**src/rtl/gf_inv_pkg.sv**
```systemverilog
// ============================================================================
// Module   : gf_inv_pkg
// Purpose  : Shared types and constant helpers for the GF(2^M) inverse/Frobenius unit.
// Revision : 1.0 - initial release
// ============================================================================
`default_nettype none

package gf_inv_pkg;

  typedef enum logic [1:0] {
    IDLE  = 2'd0,
    CHAIN = 2'd1,
    FINAL = 2'd2,
    HOLD  = 2'd3
  } state_t;

  // Sub-phase of one addition-chain step inside CHAIN.
  typedef enum logic [1:0] {
    DSQ  = 2'd0,
    DMUL = 2'd1,
    BSQ  = 2'd2,
    BMUL = 2'd3
  } step_t;

  localparam logic [31:0] c_default_poly = 32'h0000_002D;
  localparam int          c_cnt_w        = 6;

  function automatic int bitlen(input int v);
    int n;
    n = 0;
    for (int i = 0; i < 32; i++) begin
      if (v[i]) n = i + 1;
    end
    return n;
  endfunction

  function automatic int popcount(input int v);
    int n;
    n = 0;
    for (int i = 0; i < 32; i++) begin
      if (v[i]) n = n + 1;
    end
    return n;
  endfunction

  function automatic int chain_cycles(input int m);
    return (m - 1) + (bitlen(m - 1) - 1) + (popcount(m - 1) - 1);
  endfunction

endpackage

`default_nettype wire

```
**src/rtl/gf_mul_comb.sv**
```systemverilog
// ============================================================================
// Module   : gf_mul_comb
// Purpose  : Combinational GF(2^M) multiply, p = x*y mod (x^M + POLY), Horner form.
// Revision : 1.0 - initial release
// ============================================================================
`default_nettype none

module gf_mul_comb #(
  parameter int          M    = 16,
  parameter logic [31:0] POLY = 32'h0000_002D
) (
  input  logic [M-1:0] x,
  input  logic [M-1:0] y,
  output logic [M-1:0] p
);

  localparam logic [M-1:0] c_poly = POLY[M-1:0];

  // Stage i holds the product of y with the top i+1 bits of x, already reduced.
  for (genvar i = 0; i < M; i++) begin : g_stage
    logic [M-1:0] w_acc;
    if (i == 0) begin : g_first
      assign w_acc = x[M-1] ? y : '0;
    end else begin : g_next
      logic [M-1:0] w_prev;
      assign w_prev = g_stage[i-1].w_acc;
      assign w_acc  = {w_prev[M-2:0], 1'b0}
                    ^ (w_prev[M-1] ? c_poly : '0)
                    ^ (x[M-1-i]    ? y      : '0);
    end
  end

  assign p = g_stage[M-1].w_acc;

endmodule

`default_nettype wire

```
**src/rtl/gf_inv_frob_seq.sv**
```systemverilog
// ============================================================================
// Module   : gf_inv_frob_seq
// Purpose  : Sequential GF(2^M) Itoh-Tsujii inverse or Frobenius a^(2^n), one shared multiplier.
//            Optional macro GF_INV_ZERO_FLAG_EN adds out_zero and a 1-cycle zero-inverse shortcut.
// Revision : 1.0 - initial release
// ============================================================================
`default_nettype none

module gf_inv_frob_seq
  import gf_inv_pkg::*;
#(
  parameter int          M    = 16,
  parameter logic [31:0] POLY = c_default_poly,
  parameter int          NW   = $clog2(M)
) (
  input  logic          clk,
  input  logic          rst,
  input  logic          in_valid,
  output logic          in_ready,
  input  logic          in_op,
  input  logic [NW-1:0] in_n,
  input  logic [M-1:0]  in_data,
  output logic          out_valid,
  input  logic          out_ready,
  output logic [M-1:0]  out_data,
  output logic          busy
`ifdef GF_INV_ZERO_FLAG_EN
  ,
  output logic          out_zero
`endif
);

  localparam int                 c_bl        = bitlen(M - 1);
  localparam logic [7:0]         c_mm1       = 8'(M - 1);
  localparam logic [2:0]         c_start_idx = (c_bl >= 2) ? 3'(c_bl - 2) : 3'd0;
  localparam logic [c_cnt_w-1:0] c_one       = c_cnt_w'(1);

  state_t               r_state;
  step_t                r_step;
  logic                 r_op;
  logic [M-1:0]         r_a;
  logic [M-1:0]         r_beta;
  logic [M-1:0]         r_beta_k;
  logic [c_cnt_w-1:0]   r_k;
  logic [c_cnt_w-1:0]   r_sq_cnt;
  logic [2:0]           r_bit_idx;
  logic [M-1:0]         r_out_data;
  logic                 r_out_valid;
  logic [M-1:0]         w_y;
  logic [M-1:0]         w_p;
`ifdef GF_INV_ZERO_FLAG_EN
  logic                 r_zero;
  logic                 r_out_zero;
`endif

  // Multiplier operand select: squaring unless an inverse chain multiply step.
  always_comb begin
    w_y = r_beta;
    if (r_state == CHAIN && !r_op && r_step == DMUL) begin
      w_y = r_beta_k;
    end else if (r_state == CHAIN && !r_op && r_step == BMUL) begin
      w_y = r_a;
    end
  end

  gf_mul_comb #(
    .M    (M),
    .POLY (POLY)
  ) u_mul (
    .x (r_beta),
    .y (w_y),
    .p (w_p)
  );

  always_ff @(posedge clk) begin
    if (rst) begin
      r_state     <= IDLE;
      r_step      <= DSQ;
      r_op        <= 1'b0;
      r_a         <= '0;
      r_beta      <= '0;
      r_beta_k    <= '0;
      r_k         <= '0;
      r_sq_cnt    <= '0;
      r_bit_idx   <= '0;
      r_out_data  <= '0;
      r_out_valid <= 1'b0;
`ifdef GF_INV_ZERO_FLAG_EN
      r_zero      <= 1'b0;
      r_out_zero  <= 1'b0;
`endif
    end else begin
      case (r_state)
        IDLE: begin
          if (in_valid) begin
            r_a       <= in_data;
            r_beta    <= in_data;
            r_beta_k  <= in_data;
            r_op      <= in_op;
            r_k       <= c_one;
            r_sq_cnt  <= in_op ? c_cnt_w'(in_n) : c_one;
            r_bit_idx <= c_start_idx;
            r_step    <= DSQ;
`ifdef GF_INV_ZERO_FLAG_EN
            r_zero    <= !in_op && (in_data == '0);
            if (!in_op && (in_data == '0 || c_bl < 2)) r_state <= FINAL;
            else                                       r_state <= CHAIN;
`else
            if (!in_op && c_bl < 2) r_state <= FINAL;
            else                    r_state <= CHAIN;
`endif
          end
        end

        CHAIN: begin
          if (r_op) begin
            // Frobenius: n squarings, the last one written straight to the output.
            if (r_sq_cnt <= c_one) begin
              r_out_data  <= (r_sq_cnt == '0) ? r_beta : w_p;
              r_out_valid <= 1'b1;
`ifdef GF_INV_ZERO_FLAG_EN
              r_out_zero  <= 1'b0;
`endif
              r_state     <= HOLD;
            end else begin
              r_beta   <= w_p;
              r_sq_cnt <= r_sq_cnt - c_one;
            end
          end else begin
            r_beta <= w_p;
            case (r_step)
              DSQ: begin
                if (r_sq_cnt == c_one) r_step <= DMUL;
                else                   r_sq_cnt <= r_sq_cnt - c_one;
              end
              DMUL: begin
                r_k <= r_k << 1;
                if (c_mm1[r_bit_idx]) begin
                  r_step <= BSQ;
                end else if (r_bit_idx == 3'd0) begin
                  r_state <= FINAL;
                end else begin
                  r_bit_idx <= r_bit_idx - 3'd1;
                  r_step    <= DSQ;
                  r_sq_cnt  <= r_k << 1;
                  r_beta_k  <= w_p;
                end
              end
              BSQ: begin
                r_step <= BMUL;
              end
              default: begin
                r_k <= r_k + c_one;
                if (r_bit_idx == 3'd0) begin
                  r_state <= FINAL;
                end else begin
                  r_bit_idx <= r_bit_idx - 3'd1;
                  r_step    <= DSQ;
                  r_sq_cnt  <= r_k + c_one;
                  r_beta_k  <= w_p;
                end
              end
            endcase
          end
        end

        FINAL: begin
          // beta = a^(2^(M-1)-1); one more squaring gives a^(2^M-2).
          r_out_data  <= w_p;
          r_out_valid <= 1'b1;
`ifdef GF_INV_ZERO_FLAG_EN
          r_out_zero  <= r_zero;
`endif
          r_state     <= HOLD;
        end

        default: begin
          if (out_ready) begin
            r_out_valid <= 1'b0;
            r_state     <= IDLE;
          end
        end
      endcase
    end
  end

  assign in_ready  = (r_state == IDLE);
  assign busy      = (r_state != IDLE);
  assign out_valid = r_out_valid;
  assign out_data  = r_out_data;
`ifdef GF_INV_ZERO_FLAG_EN
  assign out_zero  = r_out_zero;
`endif

endmodule

`default_nettype wire

```
**config.mk**
```make
export PLATFORM = sky130hd
export DESIGN_NAME = gf_inv_frob_seq
export DESIGN_NICKNAME = d
export VERILOG_FILES = /design/src/rtl/gf_inv_pkg.sv /design/src/rtl/gf_mul_comb.sv /design/src/rtl/gf_inv_frob_seq.sv
export SDC_FILE = /design/constraint.sdc
export NUM_CORES = 1
export LEC_CHECK = 0
export ABC_CLOCK_PERIOD_IN_PS = 5100
export CORE_MARGIN = 3
export CORE_UTILIZATION = 45
export DETAILED_ROUTE_END_ITERATION = 6
export GPL_TIMING_DRIVEN = 0
export SLEW_MARGIN = 20
export SYNTH_ARGS = -nofsm -noshare
export SYNTH_HDL_FRONTEND = slang
export SYNTH_SLANG_ARGS = --single-unit
```
**constraint.sdc**
```tcl
create_clock -name clk -period 5.1 [get_ports clk]
set_input_delay 1.02 -clock clk [delete_from_list [all_inputs] [get_ports clk]]
set_output_delay 1.02 -clock clk [all_outputs]
set_load 0.02 [all_outputs]
```
==> results of run 1 <==
## layer usage
layer  vias up  wire length (um)  global-route usage (%)  share of wire [%]
li1       4161                 -                       -                  -
met1      4285             15600                    47.0                 44
met2       494             15200                    48.2                 43
met3        78              3500                    5.46                9.9
met4         0               964                    8.81                2.7
met5         -                 0                       0                  0
## timing repair
item	4_1_cts	5_1_grt
setup endpoints to repair	0	2
setup buffers	0	0
gates resized for setup	0	1
## critical path: cells and delay by family (launching register included)
family	cells	cell delay (ns)
AO/OA/AOI/OAI	3	0.64
adder cells (fa/ha/maj)	1	0.29
multiplexers	1	0.28
AND/OR/NAND/NOR	1	0.41
buffers and inverters	4	1.37
XOR/XNOR	4	1.44
flip-flops	1	0.41
## per-stage QoR
step | util [%] | std cells | setup WS [ns]
after detailed placement | 50.7 | 1498 | 0.367
after global routing | 52.2 | 1514 | 0.00942
final | 52.2 | 1514 | 0.157
after CTS | 52.1 | 1514 | 0.295
after floorplan | - | 1196 | 1.61
after global placement | 50.7 | 1498 | 0.298
## cell families (layout without fill, tap and decap cells)
family,count (synthesis),after routing
and+or+nand+nor,446,446
xor gates and xnor gates,225,225
DFF,86,86
muxes,60,60
adders and majority gates,10,10
AOI/OAI and AO/OA,249,249
buffers and inverters,120,178
## cell type report
cell class / instances / area, um^2
clock buffer: 11 / 243
sequential: 86 / 1720
clock inverter: 5 / 41.3
fill: 1992 / 9150
buffer: 95 / 462
tap: 260 / 325
timing repair buffer: 42 / 420
inverter: 25 / 93.8
multi-input combinational: 990 / 6680
## placed cells by master, fill, tap and decap left out, drive strengths merged, types with 8 or more instances in the layout
master	synthesis	routed
clkbuf	61	72
o211ai	14	14
xor2	47	47
xnor3	26	26
clkdlybuf4s50	0	42
nor3b	8	8
buf	34	34
ha	10	10
nand2	258	258
o22ai	9	9
mux2i	45	45
nand3	18	18
nor2	111	111
a211oi	40	40
a21oi	84	84
inv	24	26
mux2	15	15
a21o	12	12
o2111ai	8	8
nor3	14	14
dfxtp	86	86
xnor2	152	152
o21ai	35	35
## final timing paths
| path | cells after the start | slack (ns) | end | from |
|---|---|---|---|---|
| worst max-delay path | 14 | 0.16 | r_beta[12] | r_state[1] |
| worst min-delay path | 2 | 0.46 | r_a[8] | r_a[8] |
| worst max register to register | 14 | 0.16 | r_beta[12] | r_state[1] |
| worst min register to register | 2 | 0.46 | r_a[8] | r_a[8] |
## state kept, by name, indices dropped and copies added, names as in the netlist, named ones only
register / count
r_step: 2
r_beta: 16
r_k: 6
out_valid: 1
r_bit_idx: 3
out_data: 16
r_op: 1
r_sq_cnt: 6
r_state: 2
r_beta_k: 16
r_a: 16
==> results.toml, run 1 <==
[placement]
dp_hpwl_um = 26200
place.gp.congestion = 0.969
io_buffers = 42
dpl_cell_area_um2 = 9700

[worst_setup_path]
critPathArrivalTime_ns = 5.20
max_stage_delay_ns = 0.53
path_class = "reg2reg"
cp_common_cell = "xnor2_1"
crit_path_max_fanout = 10
cp-start-kind = "flop"
worstPathCellList = "inv_1, ha_1, nand3b_1, buf_2, buf_1, clkbuf_1, a22o_1, a311oi_1, xnor2_2, xor2_1, xnor2_1, xnor2_1, mux2i_1, a211oi_1"
required_ns = 5.35
cp_slowest_cell = "clkbuf_1"
crit_path_end_kind = "flop"

[yosys]
synth.avg_cell_area_um2 = 7.49
synthSimpleGateAreaFrac_pct = 20.8
synthTopCellsByArea = "dfxtp_1, xnor2_1, nand2_1"
syn_inst = 1196
synth-compound-area-share_pct = 18.1
synth-seq-area-share_pct = 19.2
synthAdderAreaFrac_pct = 1.40
synth_xor_area_share_pct = 26.5
ys_ff_latch = 86
netlist_area_um2 = 8950
yosysUniqueCellTypes = 71
synthFlopType = "dfxtp_1"
synth_common_cells = "nand2_1, xnor2_1, nor2_1, dfxtp_1, a21oi_1"
yosysMostFrequentCell = "nand2_1"
synth_top_area_share_pct = 19.2
synth_warnings = 0
synth_edf_count = 0
synth_top_family_by_area = "XOR/XNOR gates"
synth_top_cell_by_area = "dfxtp_1"
muxShareOfSynthArea_pct = 7.74
syn-num-nets = 1231
synthArstFlopShare_pct = 0

[grt]
grt_pass1_vias = 8433
grt_pass1_wl_um = 53100
grt_max_degree = 16
grt_overflow_total = 0
antenna_found_initial = 0
track_usage_pct = 31.9

[finish]
antenna_cells = 0
stdcell_area_um2 = 9990
area_growth_pct = 11.6
nets = 1284
drive_above_1_share_pct = 6.54

[timing]
rsz0062_at_grt = "false"
fmax_mhz = 202
fin_crit_ns = 4.94
whs_ns = 0.459
min_period_over_period_pct = 96.9
hold_viol = 0
fin_skew_ns = 0.0106
setup_viol = 0
final_max_slew_viol_count = 0
slew_headroom_pct = 27.4
fin_setup_tns_ns = 0
tightestPinTransition_ns = 1.06

[floorplanning]
die-height_um = 147
initial_core_util_pct = 46.8
io-pin-count = 44
core-area_um2 = 19100
die_area_um2 = 21600
die_w_um = 147
row_count = 50

[clock_network]
tritoncts = "done"
root_buffer = "clkbuf_16"
numCtsBuffers = 9
insertion_delay_ns = 0.35
hold_buffers = 0
clk_pin_slew_ns = 0.07
htreeDepth = 3
clock_path_buffers = 2
clock-sinks = 86

[drt]
drc = 0
vias = 9018
dr.pass1.iters = 7
route.detailed.vias_per_inst = 5.96
ant_nets = 0
routed_wl_um = 35200
drt-wirelength-per-cell_um = 23.2
dr.first_iter.drc_count = 979

[worst_hold_path]
hold_class = "reg2reg"

[flow_run]
cap_violations = 0

[run_status]
outcome = "completed"
Power of run 1 is left out: the tool's default activity adds up to more than one toggle a clock period on the data nets, which glitch-free logic cannot reach.
==> run 2: changes to the inputs <==
CORE_MARGIN = 2   (was 3)
==> results.toml, run 2 (same netlist as run 1, synthesis figures left out) <==
[run_status]
outcome = "completed"

[clock_network]
tritoncts = "done"
root_buffer = "clkbuf_16"
htreeDepth = 3
insertion_delay_ns = 0.35
clock-sinks = 86
clk_pin_slew_ns = 0.07
numCtsBuffers = 9
clock_path_buffers = 2

[drt]
vias = 8985
drc = 0
routed_wl_um = 34700
drt-wirelength-per-cell_um = 22.9
dr.first_iter.drc_count = 964
dr.pass1.iters = 5
route.detailed.vias_per_inst = 5.92
ant_nets = 0

[timing]
whs_ns = 0.464
slew_headroom_pct = 16.8
min_period_over_period_pct = 97.2
fmax_mhz = 202
fin_setup_tns_ns = 0
setup_viol = 0
fin_skew_ns = 0.00696
hold_viol = 0
final_max_slew_viol_count = 0
tightestPinTransition_ns = 1.21
rsz0062_at_grt = "false"
fin_crit_ns = 4.96

[placement]
place.gp.congestion = 0.976
io_buffers = 42
dp_hpwl_um = 26000

[finish]
nets = 1284
fin_util_pct = 51.3
fillers = 1960
layout_commonest_cell = "nand2_1"
layout_common_cells = "nand2_1, xnor2_1, nor2_1"
drive_above_1_share_pct = 6.54
antenna_cells = 0
area_growth_pct = 11.5

[worst_setup_path]
max_stage_delay_ns = 1.00
worstPathCellList = "ha_1, and3b_4, buf_6, mux2i_1, nand2_1, xor2_1, xnor2_1, xnor3_1, xnor2_1, xnor3_1, mux2i_1, mux2_2, nor2_1"
r2r_slack_ns = 0.14
critPathArrivalTime_ns = 5.16
crit_path_max_fanout = 10
crit_path_end_kind = "flop"
path_class = "reg2reg"
cp-start-kind = "flop"
cp_slowest_cell = "mux2i_1"
required_ns = 5.30

[grt]
grt_pass1_vias = 8473
grt_pass1_wl_um = 52600
grt_max_degree = 15
antenna_found_initial = 0
track_usage_pct = 32.4
grt_overflow_total = 0

[floorplanning]
die_w_um = 145
initial_core_util_pct = 46.0
die_area_um2 = 21000
io-pin-count = 44
die-height_um = 145
core-area_um2 = 19500
row_count = 51

[worst_hold_path]
hold_class = "reg2reg"

[flow_run]
cap_violations = 0
==> run 2: cell types whose count changed in the layout (fill, tap and decap cells not counted), sizes merged <==
cell      change
inv           -1
clkinvlp      -1
clkinv        +2
clkbuf        -1
==> run 2: through the flow <==
stage | setup WS, ns | instances | area (um^2)
after floorplan | 1.61 | 1196 | 8950
after global placement | 0.293 | 1503 | 9700
after detailed placement | 0.339 | 1503 | 9700
after CTS | 0.287 | 1518 | 9980
after global routing | 0.0695 | 1518 | 9980
final | 0.143 | 1518 | 9980
==> run 2: worst max-delay path: cells and delay by family (launching register included) <==
family / cells / cell delay (ns)
flops: 1 / 0.40
xor+xnor: 5 / 1.87
buf+inv: 1 / 0.19
mux: 3 / 1.51
simple gates: 3 / 0.46
fa+ha+maj: 1 / 0.34
==> run 2: area by class of cell <==
class                      instances  area (um^2)  share of cell area (%)
timing repair buffer              42          420                    4.21
multi-input combinational        990         6680                    66.9
tap                              265          332                    3.32
clock inverter                     5         35.0                   0.351
buffer                            95          463                    4.64
inverter                          25         93.8                   0.940
clock buffer                      10          239                    2.39
sequential                        86         1720                    17.3
==> run 2: final timing paths <==
| path | from | to | depth (start not counted) |
|---|---|---|---|
| setup / recovery | r_state[0] | r_beta[9] | 13 |
| hold / removal | out_data[7] | out_data[7] | 2 |
| setup reg to reg | r_state[0] | r_beta[9] | 13 |
| hold reg to reg | out_data[7] | out_data[7] | 2 |
==> run 2: repair_timing <==
item                                    in CTS  in global routing
gates resized for setup                      0                  2
setup buffers                                0                  0
endpoints found under the setup margin       0                  3
hold buffers                                 0                  0
==> run 2: metal layers <==
metal,vias to the layer above,part of all wire (%),track usage [%]
met2,462,45,50.4
met1,4302,44,47.0
li1,4149,-,-
met4,0,2.3,8.17
met3,72,8.6,4.91
met5,-,0,0
Power of run 2 is left out for the same reason.
